`src/rtl/nx_mesh_io.sv`:
```
// nx_mesh_io: host <-> mesh edge adapter.
//
// Inbound path: host messages are steered by their destination-column field
// into a one-entry injection slot per column. These slots feed the top row of the mesh.
// A message whose column is out of range is consumed and discarded, and the
// sticky drop flag is set.
//
// Outbound path: each column's bottom-row egress fills a small FIFO. A
// round-robin arbiter drains the FIFOs into a single output register, which
// drives the host outbound stream.
//
// Idle: a registered, filtered flag. It rises after IDLE_CYCLES consecutive
// quiet cycles. Quiet means all nodes are idle, nothing is buffered anywhere and
// no inbound offer is pending.
//
// Handshake rule for every stream: a beat transfers on a cycle where valid
// and ready are both high. A producer holding valid keeps its data stable
// until the beat is accepted. Readys never depend on the same-stream valid.
//
// Ports:
//   clk_i, rst_i                       clock, asynchronous active-low reset
//   trigger_i                          mesh cycle trigger (restarts idle filter)
//   node_idle_i[COLUMNS]               per-column aggregated node idle
//   idle_o                             filtered mesh+edge idle
//   drop_o                             sticky out-of-range-column discard flag
//   ib_data_i/ib_valid_i/ib_ready_o    host inbound stream
//   mesh_ib_*                          per-column top-row injection streams
//   mesh_ob_*                          per-column bottom-row egress streams
//   ob_data_o/ob_valid_o/ob_ready_i    host outbound stream
module nx_mesh_io #(
    parameter int COLUMNS        = 3,
    parameter int MSG_WIDTH      = 32,
    parameter int COL_LSB        = 16,
    parameter int ADDR_COL_WIDTH = 4,
    parameter int FIFO_DEPTH     = 4,
    parameter int IDLE_CYCLES    = 4
) (
    input  logic                           clk_i,
    input  logic                           rst_i,
    input  logic                           trigger_i,
    input  logic [COLUMNS-1:0]             node_idle_i,
    output logic                           idle_o,
    output logic                           drop_o,
    input  logic [MSG_WIDTH-1:0]           ib_data_i,
    input  logic                           ib_valid_i,
    output logic                           ib_ready_o,
    output logic [COLUMNS*MSG_WIDTH-1:0]   mesh_ib_data_o,
    output logic [COLUMNS-1:0]             mesh_ib_valid_o,
    input  logic [COLUMNS-1:0]             mesh_ib_ready_i,
    input  logic [COLUMNS*MSG_WIDTH-1:0]   mesh_ob_data_i,
    input  logic [COLUMNS-1:0]             mesh_ob_valid_i,
    output logic [COLUMNS-1:0]             mesh_ob_ready_o,
    output logic [MSG_WIDTH-1:0]           ob_data_o,
    output logic                           ob_valid_o,
    input  logic                           ob_ready_i
);

    localparam int PTR_W = $clog2(FIFO_DEPTH);
    localparam int RR_W  = (COLUMNS > 1) ? $clog2(COLUMNS) : 1;
    localparam int CNT_W = $clog2(IDLE_CYCLES + 1);
    localparam logic [ADDR_COL_WIDTH:0] COLS_LIM = (ADDR_COL_WIDTH + 1)'(COLUMNS);
    localparam logic [CNT_W-1:0]        IDLE_MAX = CNT_W'(IDLE_CYCLES);

    // ---------------------------------------------------------------- state
    // r_run is low during reset and rises on the first edge after release.
    // It gates every ready so that no ready is high while reset is asserted.
    logic                  r_run;
    logic [COLUMNS-1:0]    r_slot_valid;
    logic [MSG_WIDTH-1:0]  r_slot_data [COLUMNS];
    logic [MSG_WIDTH-1:0]  r_fifo_mem  [COLUMNS][FIFO_DEPTH];
    logic [PTR_W:0]        r_wr_ptr    [COLUMNS];
    logic [PTR_W:0]        r_rd_ptr    [COLUMNS];
    logic                  r_ob_valid;
    logic [MSG_WIDTH-1:0]  r_ob_data;
    logic [RR_W-1:0]       r_rr;
    logic [CNT_W-1:0]      r_quiet_cnt;
    logic                  r_idle;
    logic                  r_drop;

    // ---------------------------------------------------------------- inbound
    logic [ADDR_COL_WIDTH-1:0] w_dest;
    logic                      w_in_range;
    logic [COLUMNS-1:0]        w_dest_sel;
    logic [COLUMNS-1:0]        w_slot_free;
    logic [COLUMNS-1:0]        w_slot_load;
    logic [COLUMNS-1:0]        w_slot_drain;
    logic                      w_ib_ready;
    logic                      w_ib_fire;
    logic                      w_drop_fire;

    assign w_dest     = ib_data_i[COL_LSB +: ADDR_COL_WIDTH];
    assign w_in_range = {1'b0, w_dest} < COLS_LIM;

    // ---------------------------------------------------------------- outbound
    logic [COLUMNS-1:0]    w_fifo_empty;
    logic [COLUMNS-1:0]    w_fifo_full;
    logic [COLUMNS-1:0]    w_push;
    logic [COLUMNS-1:0]    w_pop;
    logic [COLUMNS-1:0]    w_ob_ready;
    logic                  w_load;
    logic                  w_grant_valid;
    logic [COLUMNS-1:0]    w_grant_sel;
    logic [MSG_WIDTH-1:0]  w_grant_data;
    logic [RR_W-1:0]       w_rr_next;
    int                    w_idx;
    logic                  w_quiet;

    for (genvar c = 0; c < COLUMNS; c++) begin : g_col
        assign w_dest_sel[c]   = w_in_range && (w_dest == ADDR_COL_WIDTH'(c));
        // A full slot also counts as free when it drains this cycle,
        // so one slot can carry one message per cycle.
        assign w_slot_free[c]  = !r_slot_valid[c] || mesh_ib_ready_i[c];
        assign w_slot_load[c]  = w_ib_fire && w_dest_sel[c];
        assign w_slot_drain[c] = r_slot_valid[c] && mesh_ib_ready_i[c];

        assign w_fifo_empty[c] = (r_wr_ptr[c] == r_rd_ptr[c]);
        assign w_fifo_full[c]  = (r_wr_ptr[c][PTR_W] != r_rd_ptr[c][PTR_W]) &&
                                 (r_wr_ptr[c][PTR_W-1:0] == r_rd_ptr[c][PTR_W-1:0]);
        // Readiness is derived from fullness alone. A full FIFO therefore refuses a
        // push even when it is being popped in the same cycle.
        assign w_ob_ready[c]   = r_run && !w_fifo_full[c];
        assign w_push[c]       = mesh_ob_valid_i[c] && w_ob_ready[c];
        assign w_pop[c]        = w_load && w_grant_valid && w_grant_sel[c];

        assign mesh_ib_data_o[c*MSG_WIDTH +: MSG_WIDTH] = r_slot_data[c];
    end

    assign w_ib_ready  = r_run && (w_in_range ? |(w_dest_sel & w_slot_free) : 1'b1);
    assign w_ib_fire   = ib_valid_i && w_ib_ready;
    assign w_drop_fire = w_ib_fire && !w_in_range;

    // The output register loads when it is empty, or when its current contents
    // are being taken by the host in this cycle.
    assign w_load = !r_ob_valid || ob_ready_i;

    // Round-robin pick: the first non-empty FIFO at or after r_rr, with wrap-around.
    always_comb begin
        w_grant_valid = 1'b0;
        w_grant_sel   = '0;
        w_grant_data  = '0;
        w_rr_next     = r_rr;
        w_idx         = 0;
        for (int i = 0; i < COLUMNS; i++) begin
            w_idx = int'(r_rr) + i;
            if (w_idx >= COLUMNS) begin
                w_idx = w_idx - COLUMNS;
            end
            if (!w_grant_valid && !w_fifo_empty[w_idx]) begin
                w_grant_valid       = 1'b1;
                w_grant_sel[w_idx]  = 1'b1;
                w_grant_data        = r_fifo_mem[w_idx][r_rd_ptr[w_idx][PTR_W-1:0]];
                w_rr_next           = (w_idx == COLUMNS - 1) ? '0 : RR_W'(w_idx + 1);
            end
        end
    end

    assign w_quiet = (&node_idle_i) && !(|r_slot_valid) && (&w_fifo_empty) &&
                     !r_ob_valid && !ib_valid_i;

    // ---------------------------------------------------------------- registers
    always_ff @(posedge clk_i or negedge rst_i) begin
        if (!rst_i) begin
            r_run        <= 1'b0;
            r_slot_valid <= '0;
            r_ob_valid   <= 1'b0;
            r_ob_data    <= '0;
            r_rr         <= '0;
            r_quiet_cnt  <= '0;
            r_idle       <= 1'b0;
            r_drop       <= 1'b0;
            for (int c = 0; c < COLUMNS; c++) begin
                r_wr_ptr[c] <= '0;
                r_rd_ptr[c] <= '0;
            end
        end else begin
            r_run <= 1'b1;

            for (int c = 0; c < COLUMNS; c++) begin
                if (w_slot_load[c]) begin
                    r_slot_valid[c] <= 1'b1;
                end else if (w_slot_drain[c]) begin
                    r_slot_valid[c] <= 1'b0;
                end
                if (w_push[c]) begin
                    r_wr_ptr[c] <= r_wr_ptr[c] + 1'b1;
                end
                if (w_pop[c]) begin
                    r_rd_ptr[c] <= r_rd_ptr[c] + 1'b1;
                end
            end

            if (w_drop_fire) begin
                r_drop <= 1'b1;
            end

            if (w_load) begin
                r_ob_valid <= w_grant_valid;
                if (w_grant_valid) begin
                    r_ob_data <= w_grant_data;
                    r_rr      <= w_rr_next;
                end
            end

            // The trigger restarts only the idle filter. It never touches the datapath.
            if (trigger_i || !w_quiet) begin
                r_quiet_cnt <= '0;
            end else if (r_quiet_cnt != IDLE_MAX) begin
                r_quiet_cnt <= r_quiet_cnt + 1'b1;
            end
            r_idle <= w_quiet && !trigger_i && (r_quiet_cnt == IDLE_MAX);
        end
    end

    // Payload storage carries no reset. Occupancy is tracked by the valid bits
    // and pointers above, so stale contents are never observed.
    always_ff @(posedge clk_i) begin
        for (int c = 0; c < COLUMNS; c++) begin
            if (w_slot_load[c]) begin
                r_slot_data[c] <= ib_data_i;
            end
            if (w_push[c]) begin
                r_fifo_mem[c][r_wr_ptr[c][PTR_W-1:0]] <= mesh_ob_data_i[c*MSG_WIDTH +: MSG_WIDTH];
            end
        end
    end

    // ---------------------------------------------------------------- outputs
    assign ib_ready_o      = w_ib_ready;
    assign mesh_ib_valid_o = r_slot_valid;
    assign mesh_ob_ready_o = w_ob_ready;
    assign ob_data_o       = r_ob_data;
    assign ob_valid_o      = r_ob_valid;
    assign idle_o          = r_idle;
    assign drop_o          = r_drop;

endmodule

```
`config.mk`:
```
export PLATFORM = sky130hd
export DESIGN_NAME = nx_mesh_io
export DESIGN_NICKNAME = d
export VERILOG_FILES = /design/src/rtl/nx_mesh_io.sv
export SDC_FILE = /design/constraint.sdc
export NUM_CORES = 1
export LEC_CHECK = 0
export CAP_MARGIN = 25
export CELL_PAD_IN_SITES_DETAIL_PLACEMENT = 1
export CELL_PAD_IN_SITES_GLOBAL_PLACEMENT = 1
export CORE_UTILIZATION = 35
export DETAILED_ROUTE_END_ITERATION = 8
export PLACE_DENSITY = 0.69
export SYNTH_ARGS = -nofsm -noshare
export SYNTH_HDL_FRONTEND = slang
export SYNTH_SLANG_ARGS = --single-unit
export TNS_END_PERCENT = 10
```
`constraint.sdc`:
```
create_clock -name clk_i -period 14.2 [get_ports clk_i]
set_input_delay 2.13 -clock clk_i [delete_from_list [all_inputs] [get_ports clk_i]]
set_output_delay 2.13 -clock clk_i [all_outputs]
set_load 0.05 [all_outputs]
```
==> metrics.txt, run 1 <==
run status completed; RSZ-0062 raised after global routing no; DPL Wire Length 59.2 mm; later-pin clock latency in the skew report 0.67 ns; final setup fails 0; CP peak stage delay 0.80 ns; Initial Util 0.353; CTS tree done; Post-DRT Antenna Nets 0; WP buf/inv 2; H-tree depth 2; initial antenna violation count 4; Slew HR 0.284; Mean Syn Cell Area 13.5 sq um; Crit Path Max Fanout 9; Die Ht 284 um; YS warnings 0; Critical Path RT 12.07 ns; Worst-Margin Slew 1.07 ns; Clock Sinks 542; total iterations of the first detailed-routing run 6; cell breakdown of the critical path clkdlybuf4s50_1 -> nor2_1 -> a31oi_1 -> nor2_1 -> a21oi_1 -> o31a_1 -> clkdlybuf4s50_1; WS Path Type primary input to output port; Avg Vias per Cell 5.97; global-route wire length before repair 142 mm; Max-Cap Viols 0; Max VDD drop 0.000223 V; period utilization 0.442; top-count cell post-synth edfxtp_1; area leader, netlist edfxtp_1; CP delay by family, top buffers and inverters; DIE AREA 80600 sq um; most instantiated cells after synthesis 480 x edfxtp_1, 435 x mux2i_1, 138 x nand2_1; vias in the first global route 21300; skew final 0.0383 ns; number of synthesized flops with an enable pin 480; cts repair resizes 0; Syn-to-layout area delta 21.5%; Synth area leaders edfxtp_1 52%, mux2i_1 16%, dfrtp_1 5.6%; number of CTS-inserted buffers 61; syn nets 2229; minimum clock period 6.28 ns; CP arrival 4.15 ns; Final nets 2455; total gr overflow 0; Yosys reg bits 542; largest net degree at the start of global routing 88; final count of hold timing violations 0; Yosys cell types 69; cts hold-fix bufs 0; Root Buffer clkbuf_16; Seq/Total Area, Yosys 0.574; Die Wd 284 um; num ports 280; Leak 11.8 nW; Post-CTS Repair Setup Buffers 0; CTS clk-pin slew, worst paths 0.06 ns; CP Capture Type output port; Post-Synthesis Cell Area 27800 sq um; fmax 0.159 GHz; port bufs 279; slowest stage cell, crit path clkdlybuf4s50_1; Power Dens Cells 253 nW/um^2; Util after Layout 0.429; cells after synthesis 2066; ys async rst share 0.114; ys flop type edfxtp_1; Hold Path Class flop to flop; RD Place Congestion 0.850; Core Region 78900 sq um; Total Routing Usage GR 0.237; Slew Viols, Final 0; share of layout cells above drive strength 1 0.117; # DRC 0; setup TNS 0 ns; DR vias 20300; WL/cell 29.0 um; Clock Tree Buf Depth 3; Routed WL 98.4 mm; 1st-iter DRT viols 1787; post-synth top area share 0.518; CP startpoint kind primary input; Rows 103
stage by stage:
| stage | power [mW] | std cells | instance area [sq um] | setup slack, ns | hold slack, ns |
|---|---|---|---|---|---|
| 2_1_floorplan | 5.40 | 2066 | 27800 | 5.83 | 0.462 |
| 3_3_place_gp | 6.74 | 3277 | 31700 | 7.88 | 0.477 |
| 3_5_place_dp | 6.88 | 3278 | 31700 | 7.93 | 0.477 |
| 4_1_cts | 8.52 | 3394 | 33800 | 7.92 | 0.490 |
| 5_1_grt | 8.88 | 3398 | 33800 | 7.85 | 0.515 |
| 6_report | 8.55 | 3398 | 33800 | 7.92 | 0.482 |
report_power, final:
| part | internal [mW] | switching (mW) |
|---|---|---|
| sequential | 1.97 | 0.251 |
| combinational | 1.78 | 2.92 |
| clock | 0.939 | 0.677 |
worst paths after layout:
check	depth (start not counted)	start	slack, ns	end
setup reg to reg	10	r_rr[1]	9.29	ob_data_o[16]
hold / removal	1	r_wr_ptr[5]	0.48	r_wr_ptr[5]
max in group asynchronous	2	rst_i	11.59	r_rd_ptr[4]
hold reg to reg	1	r_wr_ptr[5]	0.48	r_wr_ptr[5]
min in group asynchronous	1	rst_i	1.48	ob_data_o[9]
setup / recovery	7	ib_data_i[17]	7.92	ib_ready_o
cells in the final DEF, fill, tap and decap left out, types with 33 or more instances in the layout:
| cell | Yosys | layout |
|---|---|---|
| clkdlybuf4s50_1 | 0 | 278 |
| o22ai_1 | 100 | 100 |
| mux2i_1 | 435 | 435 |
| nand4_1 | 39 | 39 |
| a31o_2 | 33 | 33 |
| dfrtp_1 | 62 | 59 |
| clkbuf_16 | 0 | 61 |
| o21ai_1 | 51 | 49 |
| a22oi_1 | 91 | 91 |
| buf_4 | 24 | 51 |
| nand2_1 | 138 | 138 |
| edfxtp_1 | 480 | 480 |
| mux2_1 | 53 | 53 |
registers in the layout, summed over array words and instances, names as in the netlist:
register / flops
r_wr_ptr: 9
r_rr: 2
drop_o: 1
r_slot_data: 96
r_quiet_cnt: 3
idle_o: 1
mesh_ib_valid_o: 3
r_rd_ptr: 9
ob_data_o: 32
ob_valid_o: 1
r_run: 1
r_fifo_mem: 384
cell families (layout without fill, tap and decap cells):
logic type / count (synthesis) / count (layout) / share of synthesized area
AOI/OAI and AO/OA: 463 / 463 / 0.117
xor gates and xnor gates: 25 / 25 / 0.00814
adders and majority gates: 21 / 21 / 0.00944
buffers and inverters: 193 / 472 / 0.0317
DFF: 542 / 542 / 0.574
muxes: 538 / 538 / 0.209
other: 1 / 4 / 0.000135
and+or+nand+nor: 283 / 283 / 0.0504
layout make-up:
type                            count  area (sq um)
Tap cell                         1050          1310
Clock buffer                       81          1660
Sequential cell                   542         16000
Antenna cell                        3          7.51
Inverter                           25          93.8
Multi-Input combinational cell   1331         11200
Timing Repair Buffer              331          3210
Clock inverter                     35           397
Fill cell                        8068         45100
per-layer routing:
metal,up-vias,share of wire,GRT usage
li1,8701,-,-
met1,10500,0.43,0.309
met2,908,0.48,0.397
met3,209,0.068,0.0400
met4,0,0.032,0.0813
met5,-,0,0
worst reg2reg max path, stage by stage (launching register included):
cell	delay, ns
dfrtp_1	0.42
inv_1	0.15
ha_1	0.74
mux2i_1	0.48
o21ai_4	0.52
buf_4	0.74
buf_4	0.93
mux2i_1	0.24
a22oi_1	0.28
nand4_1	0.13
a31oi_1	0.23
No activity file was read; power rests on OpenSTA's default activity.
==> run 2: changes to the inputs <==
==> constraint.sdc (replaced) <==
create_clock -name clk_i -period 6.4 [get_ports clk_i]
set_input_delay 0.96 -clock clk_i [delete_from_list [all_inputs] [get_ports clk_i]]
set_output_delay 0.96 -clock clk_i [all_outputs]
set_load 0.05 [all_outputs]
==> metrics.txt, run 2 (synthesized netlist as in run 1, its figures left out) <==
run status completed (unchanged); RSZ-0062 raised after global routing no (unchanged); Slew HR 0.262 (was 0.284); CP arrival 3.28 ns (was 4.15 ns); vias in the first global route 21400 (was 21300); number of CTS-inserted buffers 60 (was 61); Post-DRT Antenna Nets 0 (unchanged); final setup fails 0 (unchanged); Die Wd 284 um (unchanged); total gr overflow 0 (unchanged); Core Region 78900 sq um (unchanged); WP buf/inv 1 (was 2); num ports 280 (unchanged); Final nets 2450 (was 2455); port bufs 279 (unchanged); Power Dens Cells 564 nW/um^2 (was 253 nW/um^2); Hold Path Class primary input to asynchronous set/reset pin (was flop to flop); H-tree depth 2 (unchanged); Tot Pwr 19.1 mW (was 8.55 mW); Total Routing Usage GR 0.240 (was 0.237); WL/cell 29.3 um (was 29.0 um); CP peak stage delay 1.02 ns (was 0.80 ns); Crit Path Max Fanout 34 (was 9); later-pin clock latency in the skew report 0.65 ns (was 0.67 ns); period utilization 0.663; Largest register FFs 384 (unchanged); Max-Cap Viols 0 (unchanged); DIE AREA 80600 sq um (unchanged); CTS clk-pin slew, worst paths 0.06 ns (about the same); cts repair resizes 0 (unchanged); Clock Sinks 542 (unchanged); Avg Vias per Cell 6.00 (was 5.97); 1st-iter DRT viols 1676 (was 1787); Die Ht 284 um (unchanged); global-route wire length before repair 143 mm (was 142 mm); cell breakdown of the critical path xnor2_1 -> nand2_1 -> o21a_1 -> clkdlybuf4s50_1 (was clkdlybuf4s50_1 -> nor2_1 -> a31oi_1 -> nor2_1 -> a21oi_1 -> o31a_1 -> clkdlybuf4s50_1); Post-CTS Repair Setup Buffers 0 (unchanged); WS Path Type flop to output port (was primary input to output port); most frequent cells in the layout 480 x edfxtp_1, 435 x mux2i_1, 278 x clkdlybuf4s50_1 (unchanged); initial antenna violation count 2 (was 4); Max VDD drop 0.000707 V (was 0.000223 V); R2R Setup Slk 2.42 ns (was 9.29 ns); final count of hold timing violations 0 (unchanged); # DRC 0 (unchanged); Routed WL 99.4 mm (was 98.4 mm); setup TNS 0 ns (unchanged); Rows 103 (unchanged); Slew Viols, Final 0 (unchanged); CTS tree done (unchanged); slowest stage cell, crit path dfrtp_2 (was clkdlybuf4s50_1); Root Buffer clkbuf_16 (unchanged); Syn-to-layout area delta 21.5% (about the same); fmax 0.236 GHz; cts hold-fix bufs 0 (unchanged); Critical Path RT 5.44 ns (was 12.07 ns); DPL Wire Length 59.6 mm (was 59.2 mm); RD Place Congestion 0.828 (was 0.850); Leak 11.8 nW (about the same); CP delay by family, top flip-flops (was buffers and inverters); skew final 0.0242 ns (was 0.0383 ns); Clock Tree Buf Depth 3 (unchanged); most common cell after layout, fill and taps aside edfxtp_1 (unchanged); CP Capture Type output port (unchanged); Util after Layout 0.429 (about the same); share of layout cells above drive strength 1 0.115 (was 0.117); DR vias 20300 (about the same); largest net degree at the start of global routing 122 (was 88); Worst-Margin Slew 1.11 ns (was 1.07 ns); fillers 8087 (was 8068); CP startpoint kind flop (was primary input); total iterations of the first detailed-routing run 8 (was 6); minimum clock period 4.24 ns; Initial Util 0.353 (unchanged)
## run 2: cell count changes in the layout (fill, tap and decap cells not counted), moves of 2 or more
cell        change
buf_12          +3
clkinv_2        +5
and3_4          +4
clkinv_4        -3
diode_2         -2
buf_4           -8
and3_2          -4
clkinvlp_4      -2
## run 2: cell type report
class | instances | area (sq um) | share of cell area
Antenna cell | 1 | 2.50 | 0.0000740
Clock buffer | 81 | 1650 | 0.0488
Clock inverter | 32 | 367 | 0.0108
Inverter | 25 | 93.8 | 0.00278
Multi-Input combinational cell | 1331 | 11200 | 0.330
Sequential cell | 542 | 16000 | 0.472
Tap cell | 1050 | 1310 | 0.0389
Timing Repair Buffer | 327 | 3240 | 0.0958
## run 2: metal layers
layer | part of all wire | GRT usage
met1 | 0.41 | 0.304
met2 | 0.49 | 0.409
met3 | 0.068 | 0.0437
met4 | 0.035 | 0.0866
met5 | 0 | 0
## run 2: final timing paths
check	cells past startpoint	start	endpoint
min in group clk_i	1	r_wr_ptr[5]	r_wr_ptr[5]
worst min register to register	1	r_wr_ptr[5]	r_wr_ptr[5]
worst min-delay path	1	rst_i	ob_data_o[19]
worst max register to register	9	r_rr[1]	r_rd_ptr[8]
max in group asynchronous	2	rst_i	r_rd_ptr[6]
worst max-delay path	4	r_rd_ptr[3]	mesh_ob_ready_o[1]
## run 2: per-stage QoR
stage | cell area (sq um) | hold slack [ns] | cells | setup slack [ns]
floorplan | 27800 | 0.462 | 2066 | 0.794
global placement | 31700 | 0.477 | 3272 | 2.29
detailed placement | 31800 | 0.482 | 3275 | 2.34
CTS | 33800 | 0.147 | 3388 | 2.13
global route | 33800 | 0.157 | 3388 | 2.05
finish | 33800 | 0.176 | 3389 | 2.16
## run 2: report_power, final
part / internal (mW) / leakage [nW] / switching (mW) / total [mW]
Sequential: 4.38 / 5.07 / 0.591 / 4.97
Combinational: 4.02 / 5.73 / 6.53 / 10.6
Clock: 2.09 / 0.991 / 1.44 / 3.53
Total: 10.5 / 11.8 / 8.56 / 19.1
